## config.mk

```make
export PLATFORM = sky130hd
export DESIGN_NAME = channel_special_dump
export DESIGN_NICKNAME = d
export VERILOG_FILES = /design/src/rtl/channel_special_dump_pkg.sv /design/src/rtl/channel_special_dump_chan_range_counter.sv /design/src/rtl/channel_special_dump.sv
export SDC_FILE = /design/constraint.sdc
export NUM_CORES = 1
export LEC_CHECK = 0
export BUFFER_PORTS_ARGS = -buffer_cell sky130_fd_sc_hd__clkbuf_2
export CAP_MARGIN = 15
export CORE_MARGIN = 2
export CORE_UTILIZATION = 45
export CTS_CLUSTER_DIAMETER = 80
export DETAILED_ROUTE_END_ITERATION = 6
export HOLD_SLACK_MARGIN = 0.05
export PLACE_DENSITY_LB_ADDON = 0.12
export SETUP_SLACK_MARGIN = 0.05
export SYNTH_ARGS = -nofsm -noshare
export SYNTH_HDL_FRONTEND = slang
export SYNTH_SLANG_ARGS = --single-unit
```

## constraint.sdc

```tcl
create_clock -name clk -period 2.7 [get_ports clk]
set_clock_uncertainty 0.15 [all_clocks]
set_input_delay 0.405 -clock clk [delete_from_list [all_inputs] [get_ports clk]]
set_output_delay 0.405 -clock clk [all_outputs]
set_load 0.1 [all_outputs]
```

## src/rtl/channel_special_dump_pkg.sv

```systemverilog
`default_nettype none
// +--------------------------------------------------------------------------+
// | Package  : channel_special_dump_pkg                                      |
// | Purpose  : Shared FSM state encoding, header tag and record layout for   |
// |            the per-channel special register dump engine.                 |
// | Contents : state_e      - dump FSM states                                |
// |            HDRTAG_DEFAULT - upper nibble of every record header byte     |
// |            REC_LEN      - bytes per channel record (HDR, CSB, MEMPAGE)   |
// |            rec_idx()    - byte position of a streaming state in a record |
// | Revision : 1.0 - initial release                                         |
// +--------------------------------------------------------------------------+
package channel_special_dump_pkg;

   typedef enum logic [2:0] {
      ST_IDLE = 3'd0,
      ST_ADDR = 3'd1,
      ST_CAPT = 3'd2,
      ST_HDR  = 3'd3,
      ST_CSB  = 3'd4,
      ST_MP   = 3'd5,
      ST_DONE = 3'd6
   } state_e;

   localparam logic [3:0]  HDRTAG_DEFAULT = 4'hC;
   localparam int unsigned REC_LEN        = 3;
   localparam logic [1:0]  REC_LAST_IDX   = 2'(REC_LEN - 1);

   // Position of the byte a streaming state presents within its record.
   function automatic logic [1:0] rec_idx(input state_e s);
      case (s)
         ST_CSB:  return 2'd1;
         ST_MP:   return 2'd2;
         default: return 2'd0;
      endcase
   endfunction

endpackage
`default_nettype wire

```

## src/rtl/channel_special_dump_chan_range_counter.sv

```systemverilog
`default_nettype none
// +--------------------------------------------------------------------------+
// | Module   : chan_range_counter                                            |
// | Purpose  : Tracks the channel being dumped and how many remain after it. |
// |            The range wraps modulo 2**CHW, so last < first walks through  |
// |            the top channel back to 0.                                    |
// | Ports    : clk, reset      - clock, synchronous active-high reset        |
// |            load            - latch first/last, cur = first               |
// |            advance         - cur = cur + 1, remaining = remaining - 1    |
// |            first_chan/last_chan - range bounds (inclusive)               |
// |            cur             - current channel                             |
// |            is_final        - current channel is the last of the range    |
// | Revision : 1.0 - initial release                                         |
// +--------------------------------------------------------------------------+
module chan_range_counter #(
   parameter int unsigned CHW = 4
) (
   input  logic           clk,
   input  logic           reset,
   input  logic           load,
   input  logic           advance,
   input  logic [CHW-1:0] first_chan,
   input  logic [CHW-1:0] last_chan,
   output logic [CHW-1:0] cur,
   output logic           is_final
);

   logic [CHW-1:0] cur_q, cur_d;
   logic [CHW-1:0] remaining_q, remaining_d;

   // Modular subtraction gives (count - 1) directly, including the wrap case.
   always_comb begin
      cur_d       = cur_q;
      remaining_d = remaining_q;
      if (load) begin
         cur_d       = first_chan;
         remaining_d = last_chan - first_chan;
      end else if (advance) begin
         cur_d       = cur_q + CHW'(1);
         remaining_d = remaining_q - CHW'(1);
      end
   end

   always_ff @(posedge clk) begin
      if (reset) begin
         cur_q       <= '0;
         remaining_q <= '0;
      end else begin
         cur_q       <= cur_d;
         remaining_q <= remaining_d;
      end
   end

   assign cur      = cur_q;
   assign is_final = (remaining_q == '0);

endmodule
`default_nettype wire

```

## src/rtl/channel_special_dump.sv

```systemverilog
`default_nettype none
// +--------------------------------------------------------------------------+
// | Module   : channel_special_dump                                          |
// | Purpose  : Reader side of the per-channel special register file. On a    |
// |            start command, walks a channel range via rchanid, captures    |
// |            qcsb/qmempage and streams a 3-byte record per channel:        |
// |            {HDRTAG,chan}, CSB, MEMPAGE. Never writes the register file.  |
// | Ports    : clk, reset          - clock, synchronous active-high reset    |
// |            start, first_chan, last_chan - dump request and range        |
// |            abort               - cancel an in-progress dump              |
// |            rchanid, qcsb, qmempage - register file read port            |
// |            out_data/out_valid/out_ready/out_last - byte stream          |
// |            busy, done          - status                                  |
// | Revision : 1.0 - initial release                                         |
// +--------------------------------------------------------------------------+
module channel_special_dump
   import channel_special_dump_pkg::*;
#(
   parameter int unsigned CHW    = 4,
   parameter int unsigned DW     = 8,
   parameter logic [3:0]  HDRTAG = HDRTAG_DEFAULT
) (
   input  logic           clk,
   input  logic           reset,
   input  logic           start,
   input  logic [CHW-1:0] first_chan,
   input  logic [CHW-1:0] last_chan,
   input  logic           abort,
   output logic [CHW-1:0] rchanid,
   input  logic [DW-1:0]  qcsb,
   input  logic [DW-1:0]  qmempage,
   output logic [DW-1:0]  out_data,
   output logic           out_valid,
   input  logic           out_ready,
   output logic           out_last,
   output logic           busy,
   output logic           done
);

   state_e         state_q, state_d;
   logic [DW-1:0]  csb_h_q, csb_h_d;
   logic [DW-1:0]  mp_h_q, mp_h_d;
   logic [CHW-1:0] rchanid_q, rchanid_d;
   logic [DW-1:0]  out_data_q, out_data_d;
   logic           out_valid_q, out_valid_d;
   logic           out_last_q, out_last_d;
   logic           busy_q, busy_d;
   logic           done_q, done_d;

   logic           ctr_load;
   logic           ctr_advance;
   logic [CHW-1:0] cur;
   logic           is_final;
   logic           accept;

   chan_range_counter #(
      .CHW (CHW)
   ) u_range (
      .clk        (clk),
      .reset      (reset),
      .load       (ctr_load),
      .advance    (ctr_advance),
      .first_chan (first_chan),
      .last_chan  (last_chan),
      .cur        (cur),
      .is_final   (is_final)
   );

   assign accept = out_valid_q && out_ready;

   // Next-state logic.
   always_comb begin
      state_d     = state_q;
      csb_h_d     = csb_h_q;
      mp_h_d      = mp_h_q;
      ctr_load    = 1'b0;
      ctr_advance = 1'b0;
      case (state_q)
         ST_IDLE: begin
            if (start) begin
               ctr_load = 1'b1;
               state_d  = ST_ADDR;
            end
         end
         ST_ADDR: state_d = ST_CAPT;
         ST_CAPT: begin
            // Snapshot here; later register-file writes do not affect the record.
            csb_h_d = qcsb;
            mp_h_d  = qmempage;
            state_d = ST_HDR;
         end
         ST_HDR: if (accept) state_d = ST_CSB;
         ST_CSB: if (accept) state_d = ST_MP;
         ST_MP: begin
            if (accept) begin
               if (is_final) begin
                  state_d = ST_DONE;
               end else begin
                  ctr_advance = 1'b1;
                  state_d     = ST_ADDR;
               end
            end
         end
         ST_DONE: state_d = ST_IDLE;
         default: state_d = ST_IDLE;
      endcase
      // Abort overrides everything, including a start seen in IDLE.
      if (abort) begin
         state_d     = ST_IDLE;
         ctr_load    = 1'b0;
         ctr_advance = 1'b0;
      end
   end

   // Registered outputs are derived from the state being entered.
   always_comb begin
      rchanid_d = rchanid_q;
      if (ctr_load) begin
         rchanid_d = first_chan;
      end else if (ctr_advance) begin
         rchanid_d = cur + CHW'(1);
      end

      out_valid_d = (state_d inside {ST_HDR, ST_CSB, ST_MP});
      busy_d      = (state_d inside {ST_ADDR, ST_CAPT, ST_HDR, ST_CSB, ST_MP});
      done_d      = (state_d == ST_DONE);

      case (state_d)
         ST_HDR:  out_data_d = DW'({HDRTAG, cur});
         ST_CSB:  out_data_d = csb_h_d;
         ST_MP:   out_data_d = mp_h_d;
         default: out_data_d = '0;
      endcase

      out_last_d = out_valid_d && (rec_idx(state_d) == REC_LAST_IDX) && is_final;
   end

   always_ff @(posedge clk) begin
      if (reset) begin
         state_q     <= ST_IDLE;
         csb_h_q     <= '0;
         mp_h_q      <= '0;
         rchanid_q   <= '0;
         out_data_q  <= '0;
         out_valid_q <= 1'b0;
         out_last_q  <= 1'b0;
         busy_q      <= 1'b0;
         done_q      <= 1'b0;
      end else begin
         state_q     <= state_d;
         csb_h_q     <= csb_h_d;
         mp_h_q      <= mp_h_d;
         rchanid_q   <= rchanid_d;
         out_data_q  <= out_data_d;
         out_valid_q <= out_valid_d;
         out_last_q  <= out_last_d;
         busy_q      <= busy_d;
         done_q      <= done_d;
      end
   end

   assign rchanid   = rchanid_q;
   assign out_data  = out_data_q;
   assign out_valid = out_valid_q;
   assign out_last  = out_last_q;
   assign busy      = busy_q;
   assign done      = done_q;

endmodule
`default_nettype wire

```

==> metrics <==
status finished clean; Die X-Extent 67.9 microns; DRT Pass-1 Iters 4; Post-Syn Area 1840 sq um; Netlist cell types 40; syn nets 233; Initial Util 46.2%; Slew Viols, Final 0; vias per cell 5.32; Clock Tree Root clkbuf_8; row cnt 23; vias in the first global route 1458; Num CTS Buffers 5; largest net degree at the start of global routing 21; TritonCTS clock tree done; critical path type reg -> reg; most frequent cells in the layout clkbuf_2, dfxtp_1, nor2_1; Finish-stage setup viols 0; initial DRC count 67; Synth async-reset ratio 0%; total power 1.27 mW; Port Buf Inserts 44; Worst Hold Path Cells 3; most common cell after layout, fill and taps aside clkbuf_2; fmax 0.462 GHz; Worst VDD drop 0.000391 V; largest family of logic cells by synthesized area simple AND/OR/NAND/NOR gates; Worst Path Arrival 2.20 ns; dpl hpwl 2990 microns; Reg power frac 47.6%; Cells after Synth 198; RR Startpoint u_range.remaining_q[0]; Hold Vio Cnt, Final 0; Seq/Total Area, Yosys 42.5%; first-pass GRT wire length 6580 microns; post-CTS setup buffers 0; die outline height 67.9 microns; Cell Pwr Density 572 nW/um^2; max-cap viol count 0; Switch Pwr 0.334 mW; share of layout cells above drive strength 1 25.0%; initial antenna violation count 0; RSZ-0062 raised after global routing no; Critical Path RT 2.74 ns; total gr overflow 0; clock group share of total power 38.2%; Layout area overhead 20.7%; yosys warns 0; diodes inserted 0; CP max FO 11; combinational share of power 14.3%; flop2flop setup slack 0.54 ns; hold endpoint mp_h_q[2]; CTS sink cnt 39; Setup TNS 0 ns; Final #Nets 278; boundary pin count 45; post-synthesis adder-cell area fraction 4.50%; Max-Slew Margin vs Limit 63.7%; CTS resizes 0; synthesized flop and latch total 39; H-tree levels 2; worst hold path class in -> reg; Antenna Violating Nets Remaining 0; WL final 4000 microns; CTS Hold Buffers Added 0; CP Capture Type flop; mux cell area share after synthesis 11.5%; Avg Cell Area, Syn 9.27 sq um; Switching Fraction 26.3%; Reg2Reg Depth 7; min cycle time layout 2.16 ns; Min-Delay Startpoint qmempage[2]; P_int 0.933 mW; number of fill cells in the layout 389; LEAKAGE 0.976 nW; Placer Congestion 0.837; worst-margin pin slew 0.547 ns; DRC errors left 0; CTS Buffer Depth 2; Compound-Gate Fraction of Synth Area 15.0%; dominant synthesized flop cell dfxtp_1; Post-Synth Simple-Gate Area 20.9%; EDFF count, synth 0; Total GRT Usage 19.3%; worst reg2reg path endpoint u_range.cur[1]; Clk Latency, worst-skew pair 0.29 ns; clk slew on worst S/H paths 0.08 ns; startpoint types flop; die area 4610 sq um; vias 1563; Routed wire per std cell 13.6 microns; Synth Area in XOR/XNOR 0.954%; core area 3970 sq um; Final Cycle Share 80.1%
## final cells by class
cell class	instances	area (sq um)	area share [%]
multi-input cells	141	975	44.0
inverters	7	26.3	1.19
clock buffers	5	68.8	3.11
clock inverters	3	43.8	1.98
well taps	50	62.6	2.82
flip-flops and latches	39	781	35.3
repair buffers	49	258	11.6
## metrics by stage
step / std cells / utilization, % / setup WS (ns) / hold WS (ns) / instance area, sq um
floorplan: 198 / - / 0.358 / 0.298 / 1840
global placement: 286 / 52.9 / 0.595 / 0.319 / 2100
detailed placement: 286 / 52.9 / 0.551 / 0.330 / 2100
CTS: 294 / 55.8 / 0.540 / 0.220 / 2210
global route: 294 / 55.8 / 0.393 / 0.247 / 2210
finish: 294 / 55.8 / 0.537 / 0.227 / 2210
## cell families (layout without fill, tap and decap cells)
| logic type | Yosys count | count (layout) |
|---|---|---|
| xor+xnor | 2 | 2 |
| compound gates | 40 | 40 |
| mux | 21 | 21 |
| simple gates | 72 | 72 |
| buf+inv | 18 | 64 |
| fa+ha+maj | 6 | 6 |
| flops | 39 | 39 |
## registers in the layout, summed over array words and instances (netlist names)
| register | count |
|---|---|
| busy | 1 |
| csb_h_q | 8 |
| done | 1 |
| mp_h_q | 8 |
| out_data | 8 |
| out_last | 1 |
| out_valid | 1 |
| state_q | 3 |
| u_range.cur | 4 |
| u_range.remaining_q | 4 |
## critical path, cell delays in order (launching register included)
cell,delay [ns]
dfxtp_1,0.34
inv_1,0.06
ha_1,0.19
or3b_1,0.39
a21oi_1,0.20
a21o_1,0.33
nor2_1,0.12
o221a_2,0.27
## how the worst max path moves through the flow
stage / startpoint / end / slack [ns] / cells after the start
after floorplan: out_valid / out_data[0] / 0.36 / 5
after global placement: u_range.remaining_q[0] / out_data[6] / 0.59 / 8
after detailed placement: u_range.remaining_q[0] / u_range.cur[1] / 0.55 / 7
after CTS: u_range.remaining_q[0] / u_range.cur[1] / 0.54 / 7
after global routing: u_range.remaining_q[0] / out_data[6] / 0.39 / 8
final: u_range.remaining_q[0] / u_range.cur[1] / 0.54 / 7
## power groups by stage
stage | Combinational [mW] | Clock [mW] | Sequential (mW)
finish | 0.181 | 0.483 | 0.603
global route | 0.201 | 0.517 | 0.605
CTS | 0.182 | 0.496 | 0.603
detailed placement | 0.182 | 0 | 0.616
global placement | 0.182 | 0 | 0.616
floorplan | 0.0923 | 0 | 0.649
## layer usage
layer / wire (microns) / track usage [%] / up-vias
met1: 1860 / 24.2 / 727
met5: 0 / 0 / -
li1: - / - / 797
met2: 1920 / 32.4 / 37
met4: 25 / 6.75 / 0
met3: 200 / 4.77 / 2
## synthesized netlist by cell type, types with 3 or more instances
cell type	number	area [sq um]
a21o_1	4	30.0
nand3b_1	3	22.5
dfxtp_1	39	781
nand3_1	6	30.0
inv_1	7	26.3
ha_1	5	62.6
and3_1	6	37.5
nor3b_1	7	52.6
clkbuf_1	6	22.5
a21oi_1	13	65.1
nor2_1	27	101
o21ai_0	4	20.0
a22o_1	4	35.0
mux2i_1	21	210
nand2_1	9	33.8
or3_1	4	25.0
No activity file was read; power rests on OpenSTA's default activity.
